===== src/rtl/mips32i_mem_arbiter.sv =====
// Shares one variable-latency memory port between instruction fetch and data
// load/store with round-robin tie breaking and a watchdog on hung transactions.
module mips32i_mem_arbiter #(
    parameter int                ADDR_W   = 32,
    parameter int                DATA_W   = 32,
    parameter int                TIMEOUT  = 255,
    parameter logic [DATA_W-1:0] ERR_DATA = 32'hDEADBEEF
) (
    input  logic              clk,
    input  logic              rst,
    input  logic              i_req,
    input  logic [ADDR_W-1:0] i_addr,
    output logic [DATA_W-1:0] i_rdata,
    output logic              i_ack,
    input  logic              d_req,
    input  logic              d_we,
    input  logic [1:0]        d_size,
    input  logic [ADDR_W-1:0] d_addr,
    input  logic [DATA_W-1:0] d_wdata,
    output logic [DATA_W-1:0] d_rdata,
    output logic              d_ack,
    output logic              m_req,
    output logic              m_we,
    output logic [1:0]        m_size,
    output logic [ADDR_W-1:0] m_addr,
    output logic [DATA_W-1:0] m_wdata,
    input  logic [DATA_W-1:0] m_rdata,
    input  logic              m_ack,
    output logic              cpu_stall,
    output logic              bus_err
);

    typedef enum logic [1:0] {
        ST_IDLE   = 2'd0,
        ST_BUSY_I = 2'd1,
        ST_BUSY_D = 2'd2,
        ST_RESP   = 2'd3
    } state_t;

    localparam logic [15:0] TIMEOUT_C = 16'(TIMEOUT);

    state_t            state_q;
    logic              last_d_q;
    logic [15:0]       cnt_q;
    logic [15:0]       cnt_d;
    logic              m_req_q;
    logic              m_we_q;
    logic [1:0]        m_size_q;
    logic [ADDR_W-1:0] m_addr_q;
    logic [DATA_W-1:0] m_wdata_q;
    logic              i_ack_q;
    logic              d_ack_q;
    logic [DATA_W-1:0] i_rdata_q;
    logic [DATA_W-1:0] d_rdata_q;
    logic              bus_err_q;
    logic              grant_i_s;
    logic              timeout_s;

    // Fetch wins when alone, or on a tie when data was served last.
    assign grant_i_s = i_req & (~d_req | last_d_q);
    assign cnt_d     = cnt_q + 16'd1;
    assign timeout_s = (cnt_d == TIMEOUT_C);

    // Arbitration FSM with all outputs registered.
    always_ff @(posedge clk) begin
        if (rst) begin
            state_q   <= ST_IDLE;
            last_d_q  <= 1'b1;
            cnt_q     <= 16'd0;
            m_req_q   <= 1'b0;
            m_we_q    <= 1'b0;
            m_size_q  <= 2'b00;
            m_addr_q  <= {ADDR_W{1'b0}};
            m_wdata_q <= {DATA_W{1'b0}};
            i_ack_q   <= 1'b0;
            d_ack_q   <= 1'b0;
            i_rdata_q <= {DATA_W{1'b0}};
            d_rdata_q <= {DATA_W{1'b0}};
            bus_err_q <= 1'b0;
        end else begin
            case (state_q)
                ST_IDLE: begin
                    if (grant_i_s) begin
                        state_q   <= ST_BUSY_I;
                        last_d_q  <= 1'b0;
                        m_req_q   <= 1'b1;
                        m_we_q    <= 1'b0;
                        m_size_q  <= 2'b11;
                        m_addr_q  <= i_addr;
                        m_wdata_q <= {DATA_W{1'b0}};
                    end else if (d_req) begin
                        state_q   <= ST_BUSY_D;
                        last_d_q  <= 1'b1;
                        m_req_q   <= 1'b1;
                        m_we_q    <= d_we;
                        m_size_q  <= d_size;
                        m_addr_q  <= d_addr;
                        m_wdata_q <= d_wdata;
                    end else begin
                        state_q <= ST_IDLE;
                    end
                end
                ST_BUSY_I, ST_BUSY_D: begin
                    // A real m_ack in the watchdog's final cycle still counts as success.
                    if (m_ack || timeout_s) begin
                        state_q   <= ST_RESP;
                        m_req_q   <= 1'b0;
                        bus_err_q <= bus_err_q | ~m_ack;
                        if (state_q == ST_BUSY_I) begin
                            i_ack_q   <= 1'b1;
                            i_rdata_q <= m_ack ? m_rdata : ERR_DATA;
                        end else begin
                            d_ack_q   <= 1'b1;
                            d_rdata_q <= m_ack ? m_rdata : ERR_DATA;
                        end
                    end else begin
                        cnt_q <= cnt_d;
                    end
                end
                ST_RESP: begin
                    state_q <= ST_IDLE;
                    cnt_q   <= 16'd0;
                    i_ack_q <= 1'b0;
                    d_ack_q <= 1'b0;
                end
                default: begin
                    state_q <= ST_IDLE;
                end
            endcase
        end
    end

    assign m_req     = m_req_q;
    assign m_we      = m_we_q;
    assign m_size    = m_size_q;
    assign m_addr    = m_addr_q;
    assign m_wdata   = m_wdata_q;
    assign i_ack     = i_ack_q;
    assign d_ack     = d_ack_q;
    assign i_rdata   = i_rdata_q;
    assign d_rdata   = d_rdata_q;
    assign bus_err   = bus_err_q;
    assign cpu_stall = (i_req & ~i_ack_q) | (d_req & ~d_ack_q);

endmodule

===== config.mk =====
export PLATFORM = sky130hd
export DESIGN_NAME = mips32i_mem_arbiter
export DESIGN_NICKNAME = d
export VERILOG_FILES = /design/src/rtl/mips32i_mem_arbiter.sv
export SDC_FILE = /design/constraint.sdc
export NUM_CORES = 1
export LEC_CHECK = 0
export CAP_MARGIN = 20
export CORE_MARGIN = 2
export CORE_UTILIZATION = 43
export DETAILED_ROUTE_END_ITERATION = 6
export PLACE_DENSITY_LB_ADDON = 0.12
export SLEW_MARGIN = 20
export SYNTH_ARGS = -nofsm -noshare
export SYNTH_HDL_FRONTEND = slang
export SYNTH_SLANG_ARGS = --single-unit

===== constraint.sdc =====
create_clock -name clk -period 3.5 [get_ports clk]
set_input_delay 0.7 -clock clk [delete_from_list [all_inputs] [get_ports clk]]
set_output_delay 0.7 -clock clk [all_outputs]
set_load 0.01 [all_outputs]

==> flow_metrics.env, run 1 <==
export IMPL_hold_worst_slack_ns=0.4634
export IMPL_postCtsSetupRepairBufs=0
export IMPL_ctsResizeCount=0
export IMPL_antenna_found_initial=0
export IMPL_dp_hpwl_um=13620
export IMPL_synth_seq_area_share_pct=48.71
export IMPL_die_y_um=125.3
export IMPL_worstSetupPathType="reg -> reg"
export IMPL_io_pins=272
export IMPL_area_of_the_placeable_core_mm2=0.01448
export IMPL_clock_latency_ns=0.42
export IMPL_unrepaired_setup_endpoints_after_global_routing="no"
export IMPL_hold_path_cell_count=1
export IMPL_initial_utilization_pct=43.72
export IMPL_tritoncts_num_sinks=154
export IMPL_clk_path_buf_depth=2
export IMPL_chipWidth_um=125.3
export IMPL_grt_pass1_wl_um=30740
export IMPL_layout_nets=1101
export IMPL_totalNegativeSetupSlack_ns=0
export IMPL_nFillCells=1145
export IMPL_fp_row_count=44
export IMPL_antennaDiodeCount=0
export IMPL_final_setup_viol_count=0
export IMPL_all_layer_gr_usage_pct=24.13
export IMPL_area_growth_synth_to_final_pct=53.71
export IMPL_max_freq_mhz=331.3
export IMPL_hold_path_class="reg -> reg"
export IMPL_grt_max_degree=73
export IMPL_critical_path_sink_type="flip-flop"
export IMPL_clock_h_tree_levels=4
export IMPL_post_synthesis_net_count=861
export IMPL_crit_required_ns=3.80
export IMPL_wl_per_cell_um=16.89
export IMPL_cts_hold_buffers=0
export IMPL_drcViolationCount=0
export IMPL_drt_pre_antenna_iters=5
export IMPL_leakage_nw=3.666
export IMPL_yosys_top_cells_area="sky130_fd_sc_hd__dfxtp_1 (49%), sky130_fd_sc_hd__o21a_1 (5.8%), sky130_fd_sc_hd__a21oi_1 (5.4%), sky130_fd_sc_hd__nor2_1 (4.5%), sky130_fd_sc_hd__nand2_1 (4.4%)"
export IMPL_clock_skew_final_ns=0.007868
export IMPL_detailedRoute_firstIterationViolations=375
export IMPL_synth_enable_flop_cells=0
export IMPL_synth_seq_cells=154
export IMPL_finalInstanceArea_mm2=0.009729
export IMPL_period_share_pct=86.24
export IMPL_slew_violations=0
export IMPL_min_period_ns=3.018
export IMPL_maxCapViolations=0
export IMPL_first_global_vias=6238
export IMPL_result_of_the_run="finished, final reports clean"
export IMPL_max_slew_margin_pct=49.77
export IMPL_cts_tree="yes"
export IMPL_final_layout_size_suffix_gt1_share_pct=6.179
export IMPL_yosysWarnings=0
export IMPL_synth_top_area_cell="sky130_fd_sc_hd__dfxtp_1"
export IMPL_via_count=6231
export IMPL_hold_viol=0
export IMPL_cell_area_reported_after_detailed_placement_mm2=0.009124
export IMPL_timing_critical_path_fanout_max=23
export IMPL_place_gp_congestion=0.8391
export IMPL_die_area_mm2=0.01571
export IMPL_post_synth_cell_area_avg_um2=8.791
export IMPL_cts_root_buffer_cell="sky130_fd_sc_hd__clkbuf_16"
export IMPL_post_synth_most_frequent_cells="sky130_fd_sc_hd__dfxtp_1 (154), sky130_fd_sc_hd__nor2_1 (76), sky130_fd_sc_hd__nand2_1 (75)"
export IMPL_synth_async_reset_ratio_pct=0
export IMPL_cts_made_buffers=17
export IMPL_synth_lib_cells_used_distinct=58
export IMPL_tightest_slew_ns=0.7535
export IMPL_synth_largest_type_area_fraction_pct=48.71
export IMPL_overflow=0
export IMPL_wl_um=19510
export IMPL_route_antenna_remaining_nets=0
export IMPL_via_per_inst=5.395
export IMPL_timing_critical_path_arrival_ns=3.32
export IMPL_ys_flop_type="sky130_fd_sc_hd__dfxtp_1"
export IMPL_power_ir_vdd_worst_v=0.0005760
export IMPL_synth_most_common_cell="sky130_fd_sc_hd__dfxtp_1"
export IMPL_power_density_cell_area_mw_per_mm2=723.6
export IMPL_post_synth_instance_area_mm2=0.006330
export IMPL_synth_cells=720
export IMPL_worst_setup_hold_path_clk_slew_ns=0.06
export IMPL_timing_reg2reg_worst_path_depth=8
export IMPL_buffer_ports_inserted=271
export IMPL_timing_critical_path_from_type="flip-flop"
placed cells by master (no fill, tap or decap), types with 5 or more instances in the layout:
cell type and count:
sky130_fd_sc_hd__a211o_1 6, sky130_fd_sc_hd__a21oi_1 68, sky130_fd_sc_hd__a22oi_1 33, sky130_fd_sc_hd__a311oi_1 32, sky130_fd_sc_hd__and3_1 10, sky130_fd_sc_hd__buf_4 9
sky130_fd_sc_hd__clkbuf_16 17, sky130_fd_sc_hd__clkdlybuf4s50_1 270, sky130_fd_sc_hd__dfxtp_1 154, sky130_fd_sc_hd__ha_1 5, sky130_fd_sc_hd__inv_1 12, sky130_fd_sc_hd__nand2_1 75
sky130_fd_sc_hd__nand3_1 24, sky130_fd_sc_hd__nor2_1 74, sky130_fd_sc_hd__nor2b_1 25, sky130_fd_sc_hd__nor3_1 10, sky130_fd_sc_hd__o21a_1 48, sky130_fd_sc_hd__o21ai_1 16
power breakdown:
group / total [W] / switching, W / internal [W]
sequential: 0.00244 / 0.000250 / 0.00219
clock: 0.00191 / 0.000722 / 0.00119
combinational: 0.00269 / 0.00140 / 0.00129
cell families after synthesis:
kind of cell / share of synthesized area (%)
multiplexers: 0.6918
flip-flops: 48.71
buffers and inverters: 4.625
adder cells (fa/ha/maj): 0.9883
XOR/XNOR: 0.8302
AO/OA/AOI/OAI: 26.37
AND/OR/NAND/NOR: 17.79
worst max-delay path, cell delays in order (launching register included):
cell	delay, ns
sky130_fd_sc_hd__dfxtp_1	0.41
sky130_fd_sc_hd__ha_1	0.29
sky130_fd_sc_hd__nand3_2	0.15
sky130_fd_sc_hd__nor3_1	0.29
sky130_fd_sc_hd__nand3_1	0.25
sky130_fd_sc_hd__mux2i_4	0.29
sky130_fd_sc_hd__a21boi_4	0.60
sky130_fd_sc_hd__nor2b_4	0.21
sky130_fd_sc_hd__a221o_1	0.39
registers in the layout, summed over array words and instances, names as in the netlist:
register / flops
m_we: 1
cnt_q: 16
m_wdata: 32
i_ack: 1
i_rdata: 32
m_req: 1
last_d_q: 1
state_q: 2
d_rdata: 32
d_ack: 1
bus_err: 1
m_addr: 32
m_size: 2
stage by stage:
stage | power [W] | util [%] | instances | setup slack (ns)
global placement | 0.005080 | 63.01 | 1125 | 0.6614
CTS | 0.007087 | 67.20 | 1155 | 0.4758
detailed placement | 0.005166 | 63.01 | 1125 | 0.5210
global route | 0.007408 | 67.20 | 1155 | 0.2032
floorplan | 0.003834 | - | 720 | 1.020
finish | 0.007040 | 67.20 | 1155 | 0.4816
cell type report:
type,count,area (um^2),area share [%]
tap,184,230.2,2.366
clock inverter,11,172.7,1.775
clock buffer,19,432.9,4.450
inverter,14,52.55,0.5401
timing repair buffer,280,2790,28.68
multi-input combinational,493,2968,30.50
sequential,154,3083,31.69
worst paths after layout:
path,from,to,slack (ns)
worst max-delay path,cnt_q[1],cnt_q[13],0.48
worst min register to register,i_rdata[1],i_rdata[1],0.46
worst max register to register,cnt_q[1],cnt_q[13],0.48
worst min-delay path,i_rdata[1],i_rdata[1],0.46
routing by layer:
metal,vias to the layer above,part of all wire [%],track usage (%)
met1,2935,39,26.48
met2,229,51,43.00
met4,0,1.7,7.647
li1,3045,-,-
met3,22,8.2,9.243
met5,-,0,0
Note: power is estimated with default switching activity, not from simulation.
==> run 2: changes to the inputs <==
Settings changed: ABC_AREA set to 0.
==> results of run 2 <==
Same layout as run 1: the final DEF is identical, and so are final timing and power.
